**src/rtl/i2c_master_write_byte_if.sv**
```systemverilog
// Bundle of byte-request handshake and downstream bit-writer signals.
interface i2c_master_write_byte_if;
  logic       go;
  logic [7:0] data;
  logic       finish;
  logic       busy;
  logic       bit_go;
  logic [2:0] bit_command;
  logic       bit_finish;

  modport master (
    input  go,
    input  data,
    input  bit_finish,
    output finish,
    output busy,
    output bit_go,
    output bit_command
  );

  modport slave (
    output go,
    output data,
    output bit_finish,
    input  finish,
    input  busy,
    input  bit_go,
    input  bit_command
  );
endinterface

```
**src/rtl/i2c_master_write_byte.sv**
```systemverilog
// Serialises one byte into eight four-phase requests to a downstream bit writer.
module i2c_master_write_byte #(
  parameter bit BIT_ORDER_MSB = 1'b1
) (
  input logic                          clock,
  input logic                          reset,
  i2c_master_write_byte_if.master      bus
);

  typedef enum logic [1:0] {StIdle, StReq, StRel, StDone} state_e;

  state_e     state_q, state_d;
  logic [7:0] shreg_q;
  logic [2:0] cnt_q;
  logic       cur_bit;

  assign cur_bit = BIT_ORDER_MSB ? shreg_q[7] : shreg_q[0];

  always_ff @(posedge clock or posedge reset) begin
    if (reset) begin
      state_q <= StIdle;
    end else begin
      state_q <= state_d;
    end
  end

  always_comb begin
    state_d = state_q;
    unique case (state_q)
      StIdle: if (bus.go) state_d = StReq;
      StReq:  if (bus.bit_finish) state_d = StRel;
      StRel: begin
        if (!bus.bit_finish) state_d = (cnt_q == 3'd7) ? StDone : StReq;
      end
      StDone: if (!bus.go) state_d = StIdle;
      default: state_d = StIdle;
    endcase
  end

  // Counter only advances between bits, so it never wraps past 7.
  always_ff @(posedge clock or posedge reset) begin
    if (reset) begin
      shreg_q <= 8'h00;
      cnt_q   <= 3'd0;
    end else if (state_q == StIdle && bus.go) begin
      shreg_q <= bus.data;
      cnt_q   <= 3'd0;
    end else if (state_q == StRel && !bus.bit_finish && cnt_q != 3'd7) begin
      shreg_q <= BIT_ORDER_MSB ? {shreg_q[6:0], 1'b0} : {1'b0, shreg_q[7:1]};
      cnt_q   <= cnt_q + 3'd1;
    end
  end

  always_comb begin
    bus.finish      = 1'b0;
    bus.busy        = 1'b0;
    bus.bit_go      = 1'b0;
    bus.bit_command = 3'b000;
    unique case (state_q)
      StIdle: ;
      StReq: begin
        bus.busy        = 1'b1;
        bus.bit_go      = 1'b1;
        bus.bit_command = {2'b10, cur_bit};
      end
      StRel: bus.busy = 1'b1;
      StDone: begin
        bus.busy   = 1'b1;
        bus.finish = 1'b1;
      end
      default: ;
    endcase
  end

endmodule

```
**src/flat_wrapper.sv**
```systemverilog
// flat-port wrapper written by rule: the top's interface ports become plain ports
module i2c_master_write_byte_flat 
#(
  parameter bit BIT_ORDER_MSB = 1'b1
)
  (clock, reset, bus_go, bus_data, bus_bit_finish, bus_finish, bus_busy, bus_bit_go, bus_bit_command);
  i2c_master_write_byte_if bus_i ();
  input logic clock;
  input logic reset;
  input wire logic [$bits(bus_i.go)-1:0] bus_go;
  input wire logic [$bits(bus_i.data)-1:0] bus_data;
  input wire logic [$bits(bus_i.bit_finish)-1:0] bus_bit_finish;
  output wire logic [$bits(bus_i.finish)-1:0] bus_finish;
  output wire logic [$bits(bus_i.busy)-1:0] bus_busy;
  output wire logic [$bits(bus_i.bit_go)-1:0] bus_bit_go;
  output wire logic [$bits(bus_i.bit_command)-1:0] bus_bit_command;
  assign bus_i.go = bus_go;
  assign bus_i.data = bus_data;
  assign bus_i.bit_finish = bus_bit_finish;
  assign bus_finish = bus_i.finish;
  assign bus_busy = bus_i.busy;
  assign bus_bit_go = bus_i.bit_go;
  assign bus_bit_command = bus_i.bit_command;
  i2c_master_write_byte #(.BIT_ORDER_MSB(BIT_ORDER_MSB)) u_core (.clock(clock), .reset(reset), .bus(bus_i));
endmodule
```
**config.mk**
```make
export PLATFORM = sky130hd
export DESIGN_NAME = i2c_master_write_byte_flat
export DESIGN_NICKNAME = d
export VERILOG_FILES = /design/src/rtl/i2c_master_write_byte_if.sv /design/src/rtl/i2c_master_write_byte.sv /design/src/flat_wrapper.sv
export SDC_FILE = /design/constraint.sdc
export NUM_CORES = 1
export LEC_CHECK = 0
export CORE_MARGIN = 2
export CORE_UTILIZATION = 50
export CTS_CLUSTER_DIAMETER = 60
export DETAILED_ROUTE_END_ITERATION = 10
export GPL_ROUTABILITY_DRIVEN = 0
export MAX_ROUTING_LAYER = met4
export PLACE_DENSITY = 0.91
export SYNTH_ARGS = -nofsm -noshare
export SYNTH_HDL_FRONTEND = slang
export SYNTH_SLANG_ARGS = --single-unit
```
**constraint.sdc**
```tcl
create_clock -name clock -period 4.1 [get_ports clock]
set_input_delay 0.41 -clock clock [delete_from_list [all_inputs] [get_ports clock]]
set_output_delay 0.41 -clock clock [all_outputs]
set_load 0.05 [all_outputs]
```
== Word level (Yosys, flattened, before mapping) ==
Index checks and enable logic that the tools add are counted.

* Register bits: 13
* Output and inout port bits: 6
* Word-level logic and storage cells: 35

* Add/sub/neg operators: 1
* Equal/unequal tests: 9
* Muxes and demuxes: 14
* Reduce and logical (&&, ||, !) cells: 8

{| class="wikitable"
|+ Operators with widths
! cell !! number
|-
| $mux W8 || 2
|-
| $mux W2 || 5
|-
| $mux W3 || 3
|-
| $ne A2 B2 Y1 const B || 4
|-
| $pmux W2 S4 || 1
|-
| $eq A2 B2 Y1 const B || 2
|-
| $reduce_and A4 Y1 || 1
|-
| $add A3 B1 Y3 const B || 1
|-
| $eq A3 B3 Y1 const B || 1
|-
| $logic_and A1 B1 Y1 || 3
|-
| $mux W1 || 3
|-
| $ne A3 B3 Y1 const B || 1
|-
| $reduce_or A3 Y1 || 1
|-
| $eq A2 B1 Y1 const B || 1
|-
| $logic_not A2 Y1 || 1
|-
| $reduce_bool A2 Y1 || 1
|-
| $logic_not A1 Y1 || 1
|}

== Depth between registers and ports, before layout ==
* Word-level depth: 5
* Mapped depth: 6
* Gate-level depth less buffers: 5

== Least setup slack after synthesis ==
No wires, ideal clock.

* Kind: register to output
* Start: reg u_core.state_q[1]
* End: out bus_bit_command[0]
* Data arrival time: 1.303 ns
* Data required time: 3.690 ns
* Path slack: 2.387 ns
* Stages on the path, launching flop included: 3
* Path through: dfrtp_1 and2b_2 and2_1

* Word-level cells in the longest chain between the ends: 2

{| class="wikitable"
|+ RTL lines
! element !! RTL line !! text
|-
| start, declared || i2c_master_write_byte.sv:12 || <nowiki>state_e state_q, state_d;</nowiki>
|-
| start signal, assigned || i2c_master_write_byte.sv:21 || <nowiki>state_q <= StIdle;</nowiki>
|-
| start signal, assigned || i2c_master_write_byte.sv:23 || <nowiki>state_q <= state_d;</nowiki>
|-
| $eq A2 B1 Y1 || i2c_master_write_byte.sv:59 || <nowiki>unique case (state_q)</nowiki>
|-
| $mux W3 || i2c_master_write_byte.sv:59 ||
|-
| end, declared || flat_wrapper.sv:16 || <nowiki>output wire logic [$bits(bus_i.bit_command)-1:0] bus_bit_command;</nowiki>
|}

Every way passes these cells.

== Worst setup path in the final report ==
* Start: reg u_core.state_q[0]
* End: out bus_bit_command[0]

The elaborated chain is that of the path after synthesis.

==> out/metrics.cfg <==
[global_routing]
grt_pass1_vias=465
grt_overflow=0
grt_pass1_wl_mm=2.042
antenna_found_initial=0
grt_max_degree=14
grt_use_total_pct=16.35

[sta]
fin_crit_ns=2.362
fin_setup_tns_ns=0
rsz0062_at_grt=no
finalCritPeriodShare_pct=57.61
setup_viol=0
setup_ws_ns=1.738
slew_viol_final=0
skew_ns=0.0004914
fin_hold_ws_ns=0.4505
timing.fmax_mhz=423.4
worst_slew_pin_slew_ns=0.7616
slew_headroom_pct=49.01
hold_viol=0

[detailed_routing]
drt_iter0_drc=3
antenna_left=0
route.final.wire_length_mm=1.208
wl_per_cell_um=13.42
dr.pass1.iters=3
viasPerCell=5.356
drc_errors=0
via_count=482

[pwr]
powerDensity_nw_per_um2=742.2
p_leak_nw=0.3867
vdd_ir_drop_max_uv=360.7

[floorplan]
core_sq_um=1301
ios=18
die_area_sq_um=1714
start_util_pct=53.75
die_h_um=41.40
die_w_um=41.40
floorplan.rows=13

[clocking]
cts_tree=yes
clock-sinks=13
post_cts_buffers=0
hold_buffers=0
clockBufferDepth=2
numCtsBuffers=3
insertion_delay_ns=0.28
clk_pin_slew_worst_paths_ns=0.08
post_cts_resized=0
htreeDepth=1
root_buffer=clkbuf_4

[setup_path]
cp_cell_sequence=and2b_2 -> and2_1 -> clkdlybuf4s50_1
cpLargestDelayFamily=buffers and inverters
crit_path_top_delay_cell=clkdlybuf4s50_1
crit_buf_inv=1
endpoint_kind=output port
cp-start-kind=register
cpPeakStageDelay_ns=0.79
timing.critical_path.depth=3
crit_required_ns=3.69
crit_arrival_ns=1.95
reg2reg_depth=5
cp_max_fo=9
crit_type=reg2out

[hold_path]
min_path_type=in2async

[yosys]
synthTopCellsByArea=dfrtp_1, a22o_2, mux2i_1
synth_most_common_cell=dfrtp_1
syn_avg_cell_area_sq_um=11.66
synthesis.nets=74
yosys.area_share.simple_pct=16.82
synth.cell_area_sq_um=699.4
syn_inst=60
synth_top_family_by_area=compound AO/OA/AOI/OAI gates
async_flop_share_pct=100.0
synth_compound_area_share_pct=18.25
synth-adder-area-share_pct=3.578
seq_area_frac_synth_pct=46.51
yosysTopAreaCell=dfrtp_1
synth_cell_types=28
yosysWarningCount=0
synth_edf_count=0
synth_flop_cell=dfrtp_1
synthTopCellsByCount=dfrtp_1, a22o_2, nand2_1
ys_seq_elements=13
synth_top_cell_area_share_pct=46.51
synthXorXnorAreaFrac_pct=1.252
synth_mux_area_share_pct=5.903

[placement]
pre_cts_slack_ns=1.816
hpwl_um=896.7
placed_cells=86
portBuffers=16

[job]
drv_cap=0

[layout]
area_growth_pct=23.26
final_util_pct=66.25
drive_above_1_share_pct=26.67
fin_nets=90
final_cells=90
antenna_cells=0

[outcome]
status=finished, final reports clean

## path summary, 6_finish.rpt
check,startpoint,endpoint,slack (ns)
min in group clock,u_core.shreg_q[1],u_core.shreg_q[1],0.49
setup reg to reg,u_core.cnt_q[0],u_core.cnt_q[0],1.95
hold reg to reg,u_core.shreg_q[1],u_core.shreg_q[1],0.49
hold / removal,reset,u_core.shreg_q[0],0.45
setup / recovery,u_core.state_q[0],bus_bit_command[0],1.74
max in group asynchronous,reset,u_core.shreg_q[6],3.31
## through the flow
step | power (mW) | instance area, sq um
floorplan | 0.4999 | 699.4
global placement | 0.5533 | 835.8
detailed placement | 0.5648 | 835.8
CTS | 0.6455 | 862.1
global route | 0.6824 | 862.1
finish | 0.6399 | 862.1
## report_power, final
group	total, mW	internal [mW]	switching (mW)
registers	0.235	0.186	0.0496
logic	0.325	0.147	0.178
clock network	0.0798	0.0378	0.0420
total	0.640	0.371	0.269
## cells by family (layout without fill, tap and decap cells)
kind of cell / after synthesis / count (layout)
buf+inv: 7 / 22
other cells: 1 / 1
fa+ha+maj: 2 / 2
simple gates: 17 / 17
flops: 13 / 13
mux: 4 / 4
compound gates: 15 / 15
xor+xnor: 1 / 1
## per-layer routing
metal / GRT usage [%] / part of all wire (%)
met5: - / 0
met1: 20.11 / 45
met4: 9.677 / 2.8
met2: 23.75 / 47
met3: 4.783 / 5.6
## sequential cells by signal, indices dropped and copies added (netlist names)
register        flops
u_core.cnt_q        3
u_core.shreg_q      8
u_core.state_q      2
## placed cells by master (no fill, tap or decap), types with 2 or more instances in the layout
cell type,instances
nor2_1,2
inv_1,2
dfrtp_1,13
clkbuf_4,3
nand2_1,4
a21o_2,3
ha_1,2
o21ai_2,3
a22o_1,2
clkdlybuf4s50_1,16
nor3_1,3
a22o_2,4
mux2i_1,3
## cell type report
type                            instances  area, sq um
Clock buffer                            4        26.28
Multi-Input combinational cell         40        324.1
Fill cell                             103        439.2
Inverter                                2        7.507
Sequential cell                        13        325.3
Timing Repair Buffer                   16        160.2
Tap cell                               15        18.77
(Power assumes the default switching activity.)
